### src/rtl/sram_port_arbiter_pkg.sv
// Shared sizing, state encoding and credit helper for the SRAM port arbiter.
package sram_port_arbiter_pkg;

    localparam int DEPTH  = 512;
    localparam int ADDR_W = 9;
    localparam int DATA_W = 152;
    localparam int MASK_W = 8;
    localparam int LANE_W = DATA_W / MASK_W;
    localparam int CNT_W  = 2;

    typedef enum logic [1:0] {
        ST_INIT       = 2'd0,
        ST_RUN        = 2'd1,
        ST_FLUSH_WAIT = 2'd2
    } arb_state_e;

    // A new read may issue only if everything already committed fits in two slots.
    function automatic logic read_credit(
        input logic [CNT_W-1:0] count,
        input logic             in_flight,
        input logic             pop
    );
        logic [CNT_W:0] occ;
        occ = {1'b0, count} + {{CNT_W{1'b0}}, in_flight} - {{CNT_W{1'b0}}, pop};
        return (occ < (CNT_W + 1)'(2));
    endfunction

endpackage

### src/rtl/sram_resp_fifo2.sv
// Two-entry fall-through response FIFO: an empty buffer passes the pushed word
// straight to the head so a read answers the cycle after it is granted.
module sram_resp_fifo2
    import sram_port_arbiter_pkg::*;
(
    input  logic              clk_i,
    input  logic              rst_i,
    input  logic              push_i,
    input  logic [DATA_W-1:0] push_data_i,
    input  logic              pop_ready_i,
    output logic              valid_o,
    output logic [DATA_W-1:0] data_o,
    output logic [CNT_W-1:0]  count_o
);

    logic [DATA_W-1:0] mem_q [2];
    logic              wr_ptr_q;
    logic              wr_ptr_d;
    logic              rd_ptr_q;
    logic              rd_ptr_d;
    logic [CNT_W-1:0]  count_q;
    logic [CNT_W-1:0]  count_d;
    logic              empty_s;
    logic              pop_s;
    logic              store_s;
    logic              pop_mem_s;

    assign empty_s = (count_q == {CNT_W{1'b0}});
    assign valid_o = !empty_s || push_i;
    assign count_o = count_q;
    assign pop_s   = valid_o && pop_ready_i;

    // Head selection: stored entry first, else bypass, else zero.
    always_comb begin
        data_o = {DATA_W{1'b0}};
        if (!empty_s) begin
            data_o = mem_q[rd_ptr_q];
        end else if (push_i) begin
            data_o = push_data_i;
        end else begin
            data_o = {DATA_W{1'b0}};
        end
    end

    // Pointer and occupancy update; a bypassed word popped at once is never stored.
    always_comb begin
        store_s   = push_i && !(empty_s && pop_s) &&
                    ((count_q != CNT_W'(2)) || pop_s);
        pop_mem_s = pop_s && !empty_s;
        wr_ptr_d  = store_s ? !wr_ptr_q : wr_ptr_q;
        rd_ptr_d  = pop_mem_s ? !rd_ptr_q : rd_ptr_q;
        case ({store_s, pop_mem_s})
            2'b10:   count_d = count_q + CNT_W'(1);
            2'b01:   count_d = count_q - CNT_W'(1);
            default: count_d = count_q;
        endcase
    end

    // Storage and pointer registers.
    always_ff @(posedge clk_i) begin
        if (rst_i) begin
            mem_q[0] <= {DATA_W{1'b0}};
            mem_q[1] <= {DATA_W{1'b0}};
            wr_ptr_q <= 1'b0;
            rd_ptr_q <= 1'b0;
            count_q  <= {CNT_W{1'b0}};
        end else begin
            if (store_s) begin
                mem_q[wr_ptr_q] <= push_data_i;
            end else begin
                mem_q[wr_ptr_q] <= mem_q[wr_ptr_q];
            end
            wr_ptr_q <= wr_ptr_d;
            rd_ptr_q <= rd_ptr_d;
            count_q  <= count_d;
        end
    end

endmodule

### src/rtl/sram_port_arbiter.sv
// Single-port SRAM controller: zero-fill sweep, round-robin read/write
// arbitration onto the RW port, and a credited two-entry read response buffer.
module sram_port_arbiter
    import sram_port_arbiter_pkg::*;
(
    input  logic              clock,
    input  logic              reset,
    input  logic              flush,
    output logic              init_done,
    input  logic              rreq_valid,
    output logic              rreq_ready,
    input  logic [ADDR_W-1:0] rreq_addr,
    input  logic              wreq_valid,
    output logic              wreq_ready,
    input  logic [ADDR_W-1:0] wreq_addr,
    input  logic [MASK_W-1:0] wreq_mask,
    input  logic [DATA_W-1:0] wreq_data,
    output logic              resp_valid,
    input  logic              resp_ready,
    output logic [DATA_W-1:0] resp_data,
    output logic              sram_en,
    output logic              sram_wmode,
    output logic [ADDR_W-1:0] sram_addr,
    output logic [MASK_W-1:0] sram_wmask,
    output logic [DATA_W-1:0] sram_wdata,
    input  logic [DATA_W-1:0] sram_rdata
);

    arb_state_e        state_q;
    arb_state_e        state_d;
    logic [ADDR_W-1:0] sweep_q;
    logic [ADDR_W-1:0] sweep_d;
    logic              in_flight_q;
    logic              in_flight_d;
    logic              last_read_q;
    logic              last_read_d;

    logic [CNT_W-1:0]  fifo_count_s;
    logic              run_s;
    logic              sweep_s;
    logic              credit_s;
    logic              rd_elig_s;
    logic              contested_s;
    logic              rd_grant_s;
    logic              wr_grant_s;

    assign init_done = (state_q == ST_RUN);
    // Reset gates the port so a held reset never sweeps or grants.
    assign run_s     = (state_q == ST_RUN) && !reset;
    assign sweep_s   = (state_q == ST_INIT) && !reset;
    assign credit_s  = read_credit(fifo_count_s, in_flight_q, resp_valid && resp_ready);
    assign rd_elig_s = rreq_valid && credit_s;

    // Readies look only at state, credit and the opposing valid; last_read_q
    // set means write wins the next contested cycle.
    assign rreq_ready  = run_s && credit_s && (!wreq_valid || !last_read_q);
    assign wreq_ready  = run_s && (!rd_elig_s || last_read_q);
    assign rd_grant_s  = rreq_ready && rreq_valid;
    assign wr_grant_s  = wreq_ready && wreq_valid;
    assign contested_s = run_s && rd_elig_s && wreq_valid;

    // Next-state for the FSM, sweep counter, in-flight flag and round-robin pointer.
    always_comb begin
        state_d     = state_q;
        sweep_d     = sweep_q;
        in_flight_d = rd_grant_s;
        if (contested_s) begin
            last_read_d = rd_grant_s;
        end else begin
            last_read_d = last_read_q;
        end
        case (state_q)
            ST_INIT: begin
                if (sweep_q == ADDR_W'(DEPTH - 1)) begin
                    state_d = ST_RUN;
                    sweep_d = {ADDR_W{1'b0}};
                end else begin
                    state_d = ST_INIT;
                    sweep_d = sweep_q + ADDR_W'(1);
                end
            end
            ST_RUN: begin
                if (flush) begin
                    state_d = ST_FLUSH_WAIT;
                end else begin
                    state_d = ST_RUN;
                end
            end
            ST_FLUSH_WAIT: begin
                if (!in_flight_q) begin
                    state_d = ST_INIT;
                    sweep_d = {ADDR_W{1'b0}};
                end else begin
                    state_d = ST_FLUSH_WAIT;
                end
            end
            default: begin
                state_d = ST_INIT;
                sweep_d = {ADDR_W{1'b0}};
            end
        endcase
    end

    // Control state registers.
    always_ff @(posedge clock) begin
        if (reset) begin
            state_q     <= ST_INIT;
            sweep_q     <= {ADDR_W{1'b0}};
            in_flight_q <= 1'b0;
            last_read_q <= 1'b1;
        end else begin
            state_q     <= state_d;
            sweep_q     <= sweep_d;
            in_flight_q <= in_flight_d;
            last_read_q <= last_read_d;
        end
    end

    // SRAM port mux: sweep, granted write, granted read, or idle with zeros.
    always_comb begin
        sram_en    = 1'b0;
        sram_wmode = 1'b0;
        sram_addr  = {ADDR_W{1'b0}};
        sram_wmask = {MASK_W{1'b0}};
        sram_wdata = {DATA_W{1'b0}};
        if (sweep_s) begin
            sram_en    = 1'b1;
            sram_wmode = 1'b1;
            sram_addr  = sweep_q;
            sram_wmask = {MASK_W{1'b1}};
        end else if (wr_grant_s) begin
            sram_en    = 1'b1;
            sram_wmode = 1'b1;
            sram_addr  = wreq_addr;
            sram_wmask = wreq_mask;
            sram_wdata = wreq_data;
        end else if (rd_grant_s) begin
            sram_en    = 1'b1;
            sram_addr  = rreq_addr;
        end else begin
            sram_en    = 1'b0;
            sram_wmode = 1'b0;
        end
    end

    sram_resp_fifo2 u_resp_fifo (
        .clk_i       (clock),
        .rst_i       (reset),
        .push_i      (in_flight_q),
        .push_data_i (sram_rdata),
        .pop_ready_i (resp_ready),
        .valid_o     (resp_valid),
        .data_o      (resp_data),
        .count_o     (fifo_count_s)
    );

endmodule
### config.mk
export PLATFORM = sky130hd
export DESIGN_NAME = sram_port_arbiter
export DESIGN_NICKNAME = d
export VERILOG_FILES = /design/src/rtl/sram_port_arbiter_pkg.sv /design/src/rtl/sram_resp_fifo2.sv /design/src/rtl/sram_port_arbiter.sv
export SDC_FILE = /design/constraint.sdc
export NUM_CORES = 1
export LEC_CHECK = 0
export BUFFER_PORTS_ARGS = -buffer_cell sky130_fd_sc_hd__buf_4
export CAP_MARGIN = 40
export CORE_AREA = 3 3 259 261
export DETAILED_ROUTE_END_ITERATION = 10
export DIE_AREA = 0 0 262 264
export GPL_ROUTABILITY_DRIVEN = 0
export PLACE_DENSITY = 0.48
export SYNTH_ARGS = -nofsm -noshare
export SYNTH_HDL_FRONTEND = slang
export SYNTH_SLANG_ARGS = --single-unit
### constraint.sdc
create_clock -name clock -period 14.42 [get_ports clock]
set_input_delay 0.721 -clock clock [delete_from_list [all_inputs] [get_ports clock]]
set_output_delay 0.721 -clock clock [all_outputs]
set_load 0.05 [all_outputs]
==> impl_metrics.ini <==
[logic_synthesis]
yosys-top-cells-area = edfxtp_1 54%, and2_1 17%, mux2i_1 9.1%, o21ai_0 5.0%, nand3_1 4.7%
synthArstFlopShare = 0
syn-num-nets = 1851
synth_flop_cell = edfxtp_1
synth_top_area_frac = 0.5422
ys_seq_elements = 322
synth_area_leader_cell = edfxtp_1
yosysSeqAreaShare = 0.5636
syn-cell-area_um2 = 16840
syn_avg_cell_area_um2 = 11.15
ys.warnings.count = 0
yosysUniqueCellTypes = 50
postSynthCellCount = 1510
synth_enable_flop_cells = 304

[place]
dp_hpwl_um = 62790
dp.cells = 2928
portBuffers = 662

[clock_tree]
htreeDepth = 2
cts_tree = built
clk_pin_slew_ns = 0.06
clock_path_buffers = 3
clkLatencyLatePin_ns = 0.56
postCtsSetupBuffers = 0
clock-sinks = 322
numCtsBuffers = 40
root_buffer = clkbuf_16
holdBufCountCts = 0
cts_resized = 0

[detailed_routing]
drt_pass1_iterations = 5
dr.first_iter.drc_count = 1078
drc = 0
wl_per_cell_um = 27.56
dr_total_vias = 14295
ant_nets = 0
drt-total-wl_um = 82840
drt-vias-per-instance = 4.755

[critical_path]
crit_type = register to primary output
critPathSlowestCell = nor2_4
path_delay_family = simple AND/OR/NAND/NOR gates
critPathArrivalTime_ns = 4.84
cp_num_buf_inv = 2
cpMostUsedCell = and2_1
critical_path.cell_chain = nor2_4 > nand2_1 > and2_1 > ha_1 > nand2b_1 > fa_1 > xor2_1 > o211a_4 > buf_12 > and2_1 > buf_4
cp_data_required_time_ns = 13.70
crit_path_max_incr_delay_ns = 0.73
endpoint_kind = primary output
path_max_fanout = 80
critPathLaunchType = register

[finish]
final_common_cell = buf_4
fin_cells = 3006
drive_above_1_share = 0.3503
fin_nets = 2456
final_cell_mix = 674 x buf_4, 457 x and2_1, 304 x edfxtp_1
area_delta_synth_final_pct = 43.05

[sta]
slew_headroom = 0.3244
rsz0062_at_grt = false
setup_violations = 0
post-route-period-util = 0.3855
finalHoldViolCount = 0
skew_ns = 0.01719
slew_violations = 0
min_period_ns = 5.559
holdWs_ns = 0.4124
fin_tns_setup_ns = 0
worst_pin_slew_ns = 1.013
fmax_mhz = 179.9

[outcome]
status = finished clean

[global_route]
grt.overflow.total = 0
grt_first_pass_wirelength_um = 112500
grt_usage = 0.2310
grt_max_degree = 185
grt_pass1_vias = 13952
antenna_found_initial = 30

[min_path]
holdCritPathClass = input pin to register

[job]
drv_cap = 0

[pwr]
ir_worst_vdd_mv = 0.07507
leakage_nw = 9.816
p_per_area_nw_per_um2 = 94.53

[floorplanning]
die-area_um2 = 69170
ios = 663
start_util = 0.2602
die_w_um = 262
rows = 93
die_h_um = 264
core_area_um2 = 64700
==> routing by layer <==
layer  global-route usage  routed length [um]
met1               0.3207               35520
met2               0.3482               36670
met3              0.08005                9159
met4              0.04798                1462
met5                    0                  30
==> state kept, by name, indices dropped and copies added, names as in the netlist, named ones only <==
register	cells
u_resp_fifo.rd_ptr_q	1
sweep_q	9
state_q	2
u_resp_fifo.count_o	2
u_resp_fifo.wr_ptr_q	1
last_read_q	1
in_flight_q	1
u_resp_fifo.mem_q	304
==> synth_stat cells (all sizes together) (9+ instances only) <==
cell and number:
and2 457, mux2i 153, o221ai 9, inv 24
nand2 25, buf 26, nor2 13, dfxtp 18
nand3 157, edfxtp 304, clkbuf 96, o21ai 167
==> kinds of logic (layout without fill, tap and decap cells) <==
family	count (synthesis)	after routing	share of synthesized area
multiplexers	153	153	0.09096
flip-flops	322	322	0.5636
XOR/XNOR	6	6	0.003121
buffers and inverters	146	780	0.03545
adder cells (fa/ha/maj)	5	5	0.004162
other	0	7	0
AND/OR/NAND/NOR	677	677	0.2353
AO/OA/AOI/OAI	201	201	0.06740
==> area by class of cell <==
type	count	area, um^2
Timing Repair Buffer	685	5288
Fill cell	6530	40610
Clock inverter	21	257.7
Clock buffer	50	1081
Antenna cell	7	17.52
Multi-Input combinational cell	1042	6785
Inverter	24	90.09
Tap cell	855	1070
Sequential cell	322	9497
==> worst reg2reg max path, cell delays in order, from the launching register on <==
cell and delay [ns]:
dfxtp_1 0.40, nor2_4 0.74, nand2_1 0.21, and2_1 0.22, ha_1 0.25, nand2b_1 0.16
fa_1 0.43, xor2_1 0.22, nand4b_1 0.60, nor2_1 0.22
==> final timing paths <==
| check | start | endpoint | slack [ns] | cells past startpoint |
|---|---|---|---|---|
| setup / recovery | u_resp_fifo.count_o[1]$_SDFFE_PP0P_ | sram_wdata[86] | 8.86 | 11 |
| hold / removal | flush | state_q[0]$_SDFF_PP0_ | 0.41 | 2 |
| setup reg to reg | u_resp_fifo.count_o[1]$_SDFFE_PP0P_ | in_flight_q$_SDFF_PP0_ | 10.89 | 9 |
| hold reg to reg | u_resp_fifo.rd_ptr_q$_SDFFE_PP0P_ | u_resp_fifo.rd_ptr_q$_SDFFE_PP0P_ | 0.50 | 2 |
==> through the flow <==
stage | power, mW | setup WS (ns) | utilization | cell area (um^2)
5_1_grt | 2.350 | 8.468 | 0.3722 | 24080
4_1_cts | 2.305 | 8.852 | 0.3720 | 24070
3_3_place_gp | 1.249 | 9.363 | 0.3484 | 22540
6_report | 2.277 | 8.861 | 0.3723 | 24090
2_1_floorplan | 1.123 | 5.485 | - | 16840
3_5_place_dp | 1.253 | 9.441 | 0.3513 | 22730
==> where the power goes <==
group / leakage, nW / switching [mW] / internal, mW / total (mW)
Sequential: 3.29 / 0.00903 / 1.05 / 1.06
Clock: 0.657 / 0.404 / 0.637 / 1.04
Combinational: 5.87 / 0.101 / 0.0764 / 0.177
No activity file was read; power rests on OpenSTA's default activity.
